$ cat src/rtl/sprite_rom_arb_pkg.sv
// Shared types and defaults for the sprite ROM arbiter.
//   ADDR_W / DATA_W / ROM_DEPTH : default geometry of the 60x26 fireball ROM
//   TRANSPARENT_IDX             : palette index returned for out-of-range reads
//   pipe_entry_t                : one in-flight read (valid, requester id, oor)
package sprite_rom_arb_pkg;
  localparam int          ADDR_W    = 11;
  localparam int          DATA_W    = 3;
  localparam int unsigned ROM_DEPTH = 1560;
  localparam logic [DATA_W-1:0] TRANSPARENT_IDX = '0;

  typedef struct packed {
    logic       vld;
    logic [2:0] id;
    logic       oor;
  } pipe_entry_t;
endpackage

$ cat src/rtl/rr_arbiter.sv
// Rotating-priority arbiter, purely combinational.
//   i_req : request vector
//   i_ptr : last winner; the search starts at i_ptr+1 and wraps modulo N
//   o_gnt : one-hot grant, zero when nothing is requesting
module rr_arbiter #(
  parameter int N  = 4,
  parameter int PW = (N > 1) ? $clog2(N) : 1
) (
  input  logic [N-1:0]  i_req,
  input  logic [PW-1:0] i_ptr,
  output logic [N-1:0]  o_gnt
);
  logic          w_found;
  logic [PW-1:0] w_idx;

  always_comb begin
    o_gnt   = '0;
    w_found = 1'b0;
    w_idx   = '0;
    for (int k = 1; k <= N; k++) begin
      w_idx = PW'((int'(i_ptr) + k) % N);
      if (!w_found && i_req[w_idx]) begin
        o_gnt[w_idx] = 1'b1;
        w_found      = 1'b1;
      end
    end
  end
endmodule

$ cat src/rtl/sprite_rom_arbiter.sv
// Shares one synchronous sprite ROM between NUM_REQ requesters.
// One round-robin grant per vga_clk cycle drives the registered ROM address;
// a ROM_LAT-deep pipe carries the requester id so the palette index returns to
// whoever issued the read, as a one-cycle one-hot strobe.
// Ports:
//   vga_clk, reset_n        : clock, async active-low reset
//   req_valid / req_addr    : per-requester request, packed addresses
//   req_ready               : one-hot grant (handshake = valid & ready)
//   rom_address / rom_q     : ROM interface
//   rsp_valid / rsp_data    : one-hot response strobe and palette index
// Optional build macro SPRITE_ROM_ARB_BURST_EN: the winner keeps priority for
// up to BURST_LEN consecutive beats while it keeps requesting.
module sprite_rom_arbiter #(
  parameter int          NUM_REQ   = 4,
  parameter int          ADDR_W    = sprite_rom_arb_pkg::ADDR_W,
  parameter int          DATA_W    = sprite_rom_arb_pkg::DATA_W,
  parameter int unsigned ROM_DEPTH = sprite_rom_arb_pkg::ROM_DEPTH,
  parameter int          ROM_LAT   = 1,
  parameter int          BURST_LEN = 4
) (
  input  logic                      vga_clk,
  input  logic                      reset_n,
  input  logic [NUM_REQ-1:0]        req_valid,
  input  logic [NUM_REQ*ADDR_W-1:0] req_addr,
  output logic [NUM_REQ-1:0]        req_ready,
  output logic [ADDR_W-1:0]         rom_address,
  input  logic [DATA_W-1:0]         rom_q,
  output logic [NUM_REQ-1:0]        rsp_valid,
  output logic [DATA_W-1:0]         rsp_data
);
  import sprite_rom_arb_pkg::*;

  localparam int PW = $clog2(NUM_REQ);

  if (NUM_REQ < 2 || NUM_REQ > 8 || ROM_LAT < 1 || ROM_LAT > 3 || BURST_LEN < 1) begin : g_bad_cfg
    $error("sprite_rom_arbiter: parameter out of range");
  end

  logic [PW-1:0]      r_ptr;
  logic [PW-1:0]      w_arb_ptr;
  logic [PW-1:0]      w_gidx;
  logic [NUM_REQ-1:0] w_gnt;
  logic [ADDR_W-1:0]  w_gaddr;
  logic               w_hs;
  logic               w_oor;
  pipe_entry_t        r_pipe [ROM_LAT];
  pipe_entry_t        w_last;
  logic [NUM_REQ-1:0] w_rsp_oh;

  rr_arbiter #(.N(NUM_REQ), .PW(PW)) u_rr (
    .i_req (req_valid),
    .i_ptr (w_arb_ptr),
    .o_gnt (w_gnt)
  );

  // No grants while reset is held, so nothing can handshake into a dead pipe.
  assign req_ready = reset_n ? w_gnt : '0;
  assign w_hs      = |req_ready;

  always_comb begin
    w_gidx  = '0;
    w_gaddr = '0;
    for (int i = 0; i < NUM_REQ; i++) begin
      if (w_gnt[i]) begin
        w_gidx  = PW'(i);
        w_gaddr = req_addr[i*ADDR_W +: ADDR_W];
      end
    end
  end

  assign w_oor = (32'(w_gaddr) >= ROM_DEPTH);

`ifdef SPRITE_ROM_ARB_BURST_EN
  localparam int CW = $clog2(BURST_LEN + 1);

  logic [CW-1:0] r_beats;
  logic          w_keep;

  // Keeping priority = start the search at the last winner instead of after it.
  assign w_keep    = (r_beats != '0) && (r_beats < CW'(BURST_LEN));
  assign w_arb_ptr = !w_keep          ? r_ptr :
                     (r_ptr == '0)    ? PW'(NUM_REQ - 1) :
                                        r_ptr - PW'(1);

  always_ff @(posedge vga_clk or negedge reset_n) begin
    if (!reset_n)                                      r_beats <= '0;
    else if (!w_hs)                                    r_beats <= '0;
    else if (w_gidx != r_ptr || r_beats == CW'(BURST_LEN)) r_beats <= CW'(1);
    else                                               r_beats <= r_beats + CW'(1);
  end
`else
  assign w_arb_ptr = r_ptr;
`endif

  assign w_last = r_pipe[ROM_LAT-1];

  always_comb begin
    w_rsp_oh = '0;
    for (int i = 0; i < NUM_REQ; i++) w_rsp_oh[i] = (w_last.id == 3'(i));
  end

  always_ff @(posedge vga_clk or negedge reset_n) begin
    if (!reset_n) begin
      rom_address <= '0;
      rsp_valid   <= '0;
      rsp_data    <= '0;
      r_ptr       <= PW'(NUM_REQ - 1);
      for (int k = 0; k < ROM_LAT; k++) r_pipe[k] <= '0;
    end else begin
      if (w_hs) begin
        rom_address <= w_oor ? '0 : w_gaddr;
        r_ptr       <= w_gidx;
      end
      r_pipe[0] <= '{vld: w_hs, id: 3'(w_gidx), oor: w_hs & w_oor};
      for (int k = 1; k < ROM_LAT; k++) r_pipe[k] <= r_pipe[k-1];
      // Last stage lines up with rom_q for the address registered ROM_LAT edges ago.
      if (w_last.vld) begin
        rsp_valid <= w_rsp_oh;
        rsp_data  <= w_last.oor ? DATA_W'(TRANSPARENT_IDX) : rom_q;
      end else begin
        rsp_valid <= '0;
      end
    end
  end
endmodule

$ cat config.mk
export PLATFORM = sky130hd
export DESIGN_NAME = sprite_rom_arbiter
export DESIGN_NICKNAME = d
export VERILOG_FILES = /design/src/rtl/sprite_rom_arb_pkg.sv /design/src/rtl/rr_arbiter.sv /design/src/rtl/sprite_rom_arbiter.sv
export SDC_FILE = /design/constraint.sdc
export NUM_CORES = 1
export LEC_CHECK = 0
export ABC_AREA = 1
export CORE_MARGIN = 1.5
export CORE_UTILIZATION = 40
export CTS_BUF_LIST = sky130_fd_sc_hd__clkbuf_4 sky130_fd_sc_hd__clkbuf_8
export CTS_CLUSTER_SIZE = 20
export DETAILED_ROUTE_END_ITERATION = 8
export PLACE_DENSITY = 0.73
export SLEW_MARGIN = 20
export SYNTH_ARGS = -nofsm -noshare
export SYNTH_HDL_FRONTEND = slang
export SYNTH_SLANG_ARGS = --single-unit
$ cat constraint.sdc
create_clock -name vga_clk -period 3.75 [get_ports vga_clk]
set_input_delay 0.375 -clock vga_clk [delete_from_list [all_inputs] [get_ports vga_clk]]
set_output_delay 0.375 -clock vga_clk [all_outputs]
set_load 0.02 [all_outputs]
Word-level counts from Yosys, hierarchy flattened
Index checks and enable logic that the tools add are counted.

storage, ports and cells
  register bits = 24
  input port bits = 53
  word-level logic and storage cells = 73

cells by class
  $add $sub $neg = 4
  magnitude comparators = 9
  equality and inequality tests = 3
  mux-type cells = 34
  bitwise gates (word level) = 4
  reductions and logical operators = 12

operators by type and width
  cell                    number
  $mux W11                5
  $mux W4                 6
  $lt A2 B3 Y1 const B    4
  $mux W1                 12
  $or A4 B4 Y4            3
  $ge A11 B11 Y1 const B  1
  $bmux W1 S2             4
  $demux W1 S2            4
  $ge A2 B1 Y1 const B    4
  $logic_and A1 B1 Y1     7
  $add A2 B1 Y2 const B   2
  $add A2 B2 Y2 const B   2
  $eq A2 B2 Y1 const B    2
  $mux W2                 2
  $reduce_or A4 Y1        1
  $logic_not A1 Y1        3
  $logic_not A3 Y1        1
  $mux W3                 1
  $eq A2 B1 Y1 const B    1
  $and A1 B1 Y1           1

Logic depth before layout (Yosys ltp)
  depth after elaboration = 19
  depth in mapped cells = 20
  depth with buffers taken out = 20

By module
A second synthesis with hierarchy kept.

unflattened totals
  cells, all modules = 290
  area total of the unflattened synthesis = 1,916.8 µm²

by module, submodules not included
  module              times used  cells an instance  area an instance (µm²)
  sprite_rom_arbiter  1           215                1,495.2
  rr_arbiter          1           75                 421.7

Worst setup path after synthesis
OpenSTA, ideal clock, no wires.

  path type = reg2reg
  start point = reg r_ptr[0]
  end point = reg rom_address[1]
  arrival = 2,788 ps
  required time = 3,632 ps
  setup slack = 843 ps
  stages on the path, launching flop included = 18
  buffers on the path = 1
  clock period less this slack = 2,907 ps
  path through = dfstp_2 > inv_2 > ha_1 > inv_1 > nand3_1 > nand2_1 > nand2_2 > nor2_8 > nand2_2 > nand2_2 > inv_2 > nor2_1 > nor2_2 > nand2_4 > inv_2 > buf_2 > nand2_1 > nand2_1

on the way
  elaborated cells between the ends (all ways) = 56

RTL lines
  item                                                                   line                       RTL
  start, declared                                                        sprite_rom_arbiter.sv:39   logic [PW-1:0] r_ptr;
  start signal, assigned                                                 sprite_rom_arbiter.sv:107  r_ptr <= PW'(NUM_REQ - 1);
  start signal, assigned                                                 sprite_rom_arbiter.sv:112  r_ptr <= w_gidx;
  parallel branches: the longest is 12 deep, another holds $lt A2 B3 Y1  --
  $mux W4 (*)                                                            rr_arbiter.sv:22           if (!w_found && i_req[w_idx]) begin
  $mux W4 (*)                                                            sprite_rom_arbiter.sv:57   assign req_ready = reset_n ? w_gnt : '0;
  named net req_ready[3]                                                 sprite_rom_arbiter.sv:25   output logic [NUM_REQ-1:0] req_ready,
  $reduce_or A4 Y1 (*)                                                   sprite_rom_arbiter.sv:58   assign w_hs = |req_ready;
  named net w_hs                                                         sprite_rom_arbiter.sv:44   logic w_hs;
  end signal, assigned                                                   sprite_rom_arbiter.sv:111  rom_address <= w_oor ? '0 : w_gaddr;
  end, declared                                                          sprite_rom_arbiter.sv:26   output logic [ADDR_W-1:0] rom_address,

Mark *: on every way through the listed nets, which the timed path passes. The select of a mux whose other input is x is not followed.
A chain may end at the register's enable or synchronous reset.

Worst setup path in the final report
  start point = reg r_ptr[0]
  end point = out req_ready[2]

on the way
  word-level cells in the longest chain between the ends = 14
  elaborated cells between the ends (all ways) = 49

RTL lines
  item                                                                   line
  parallel branches: the longest is 12 deep, another holds $lt A2 B3 Y1  --
  $mux W4 (*)                                                            rr_arbiter.sv:22
  $mux W4 (*)                                                            sprite_rom_arbiter.sv:57
  end, declared                                                          sprite_rom_arbiter.sv:25

Every way passes the cells marked *. The select of a mux whose other input is x is not followed.

==> impl_metrics.env <==
export IMPL_drcViolationCount=0
export IMPL_tns_ps=0
export IMPL_start_kind="register"
export IMPL_boundaryPins=75
export IMPL_finalNetCount=424
export IMPL_first_pass_iters=4
export IMPL_chipHeight_um=73.53
export IMPL_grt_start_max_net_pins=25
export IMPL_drtAntennaViolNets=0
export IMPL_hold_viol_final=0
export IMPL_clk_latency_ps=260
export IMPL_clkSinkCount=24
export IMPL_relSlewSlack_pct=69.77
export IMPL_ff2ff_setup_slack_ps=450
export IMPL_yosysSeqAreaShare_pct=30.31
export IMPL_cp_end_kind="primary output"
export IMPL_ys_types=29
export IMPL_fmax_mhz=285.3
export IMPL_grt_pass1_vias=1814
export IMPL_period_share_pct=93.47
export IMPL_drt_initial_drc_count=89
export IMPL_whs_ps=460.4
export IMPL_synth_area_sq_mm=0.001989
export IMPL_clkTransAtPathRegs_ps=80
export IMPL_area_delta_synth_final_pct=44.40
export IMPL_cts_max_level=1
export IMPL_fin_crit_ps=3505
export IMPL_vias_per_cell=4.825
export IMPL_holdBufCountCts=0
export IMPL_numCtsBuffers=3
export IMPL_grt_usage_pct=19.75
export IMPL_worstHoldPathType="register to register"
export IMPL_maxCapViolations=0
export IMPL_final_common_cell="nand2_1"
export IMPL_syn_nets=346
export IMPL_antenna_found_initial=0
export IMPL_setup_viol=0
export IMPL_synth_area_per_cell_sq_um=6.980
export IMPL_required_ps=3380
export IMPL_arrival_ps=3130
export IMPL_die_area_sq_mm=0.005406
export IMPL_coreArea_sq_mm=0.004755
export IMPL_clock_skew_ps=4.902
export IMPL_clockRootBuffer="clkbuf_8"
export IMPL_wire_per_inst_um=12.34
export IMPL_grt_setup_unrepaired="false"
export IMPL_drive_gt1_share_pct=13.81
export IMPL_crit_type="register to primary output"
export IMPL_gp_congestion=0.9258
export IMPL_crit_path_max_fanout=11
export IMPL_ys_warn_count=0
export IMPL_routed_via_count=2070
export IMPL_tritoncts="done"
export IMPL_fp_dieW_um=73.53
export IMPL_run_status="finished, final reports clean"
export IMPL_numPortBuffers=74
export IMPL_ys_ff_latch=24
export IMPL_overflow=0
export IMPL_grt_pass1_wl_um=8411
export IMPL_diodes=0
export IMPL_post_cts_buffers=0
export IMPL_clockBufferDepth=2
export IMPL_cts_resized=0
export IMPL_synthCells=285
export IMPL_initial_core_util_pct=41.84
export IMPL_final_max_slew_viol_count=0
export IMPL_mostFrequentLayoutCells="nand2_1 (87), clkdlybuf4s50_1 (74), nand3_1 (38)"
export IMPL_post_dp_hpwl_um=4269
export IMPL_floorplan_rows=25
export IMPL_worst_pin_slew_ps=453.0
export IMPL_drt_wl_total_um=5296
-- flip-flops by register name (all words and copies together), names as in the netlist --
name	flops
rom_address	11
r_pipe	4
rsp_valid	4
rsp_data	3
r_ptr	2
-- metal layers --
metal / vias to the layer above / share of wire (%) / global-route usage (%)
met5: - / 0 / 0
met4: 0 / 1.0 / 4.938
met3: 4 / 3.7 / 1.097
met2: 56 / 47 / 31.23
met1: 938 / 48 / 29.36
li1: 1072 / - / -
-- worst max-delay path, cell delays in order (launching register included) --
cell,delay (ps)
dfstp_2,660
inv_2,150
ha_1,390
inv_1,160
nand3_1,90
nand2_1,140
nand2_2,110
nor2_8,120
nand2_2,90
inv_2,60
nor2_2,60
nor2_1,190
clkdlybuf4s50_1,640
-- cell type report --
type	count	area, sq um
Multi-Input combinational cell	226	1235
Inverter	31	116.4
Sequential cell	24	603.1
Clock buffer	3	41.29
Clock inverter	1	30.03
Timing Repair Buffer	77	763.2
Tap cell	67	83.83
Fill cell	444	1882
-- kinds of logic (layout without fill, tap and decap cells) --
family          after synthesis  in the layout  share of synthesized area (%)
compound gates               28             28                          7.862
fa+ha+maj                     8              8                          5.032
buf+inv                      35            112                          7.610
flops                        24             24                          30.31
simple gates                190            190                          49.18
-- cell usage after synthesis --
cell type | count | area, sq um
o211ai_1 | 1 | 7.510
nor2_2 | 4 | 25.02
nand3_4 | 4 | 70.07
inv_2 | 6 | 22.52
ha_1 | 8 | 100.1
inv_1 | 22 | 82.58
or2_2 | 1 | 6.260
o21ai_0 | 7 | 35.03
nand2_2 | 15 | 93.84
buf_2 | 1 | 5.000
nor2_4 | 2 | 22.52
or2_0 | 1 | 6.260
nand3_1 | 38 | 190.2
or2_1 | 3 | 18.77
nand2_1 | 87 | 326.6
buf_6 | 2 | 22.52
dfstp_2 | 2 | 52.55
nor3_1 | 4 | 20.02
a31oi_1 | 3 | 18.77
nand3b_1 | 3 | 22.52
buf_4 | 1 | 7.510
clkinv_1 | 3 | 11.26
nor2_1 | 19 | 71.32
nor2_8 | 1 | 20.02
a21oi_1 | 13 | 65.06
nand2_4 | 4 | 45.04
dfrtp_1 | 22 | 550.5
a21boi_0 | 4 | 30.03
nand3_2 | 4 | 40.04
-- worst paths after layout --
kind                       cells past startpoint       from             end
max reg2reg                                   19   r_ptr[0]  rom_address[7]
max in group asynchronous                      2    reset_n        r_ptr[0]
min reg2reg                                    1  r_pipe[2]    rsp_valid[0]
min in group asynchronous                      2    reset_n       r_pipe[0]
min                                            1  r_pipe[2]    rsp_valid[0]
max                                           12   r_ptr[0]    req_ready[2]
-- metrics by stage --
step	util (%)	std cells	instance area, sq um	setup slack, ps
floorplan	-	285	1989	843.2
global placement	58.92	425	2801	570.7
detailed placement	58.92	425	2801	489.0
CTS	60.42	429	2873	219.8
global route	60.42	429	2873	32.94
finish	60.42	429	2873	244.7
Power is left out: the tool's default activity adds up to more than one toggle a clock period on the data nets, which glitch-free logic cannot reach.
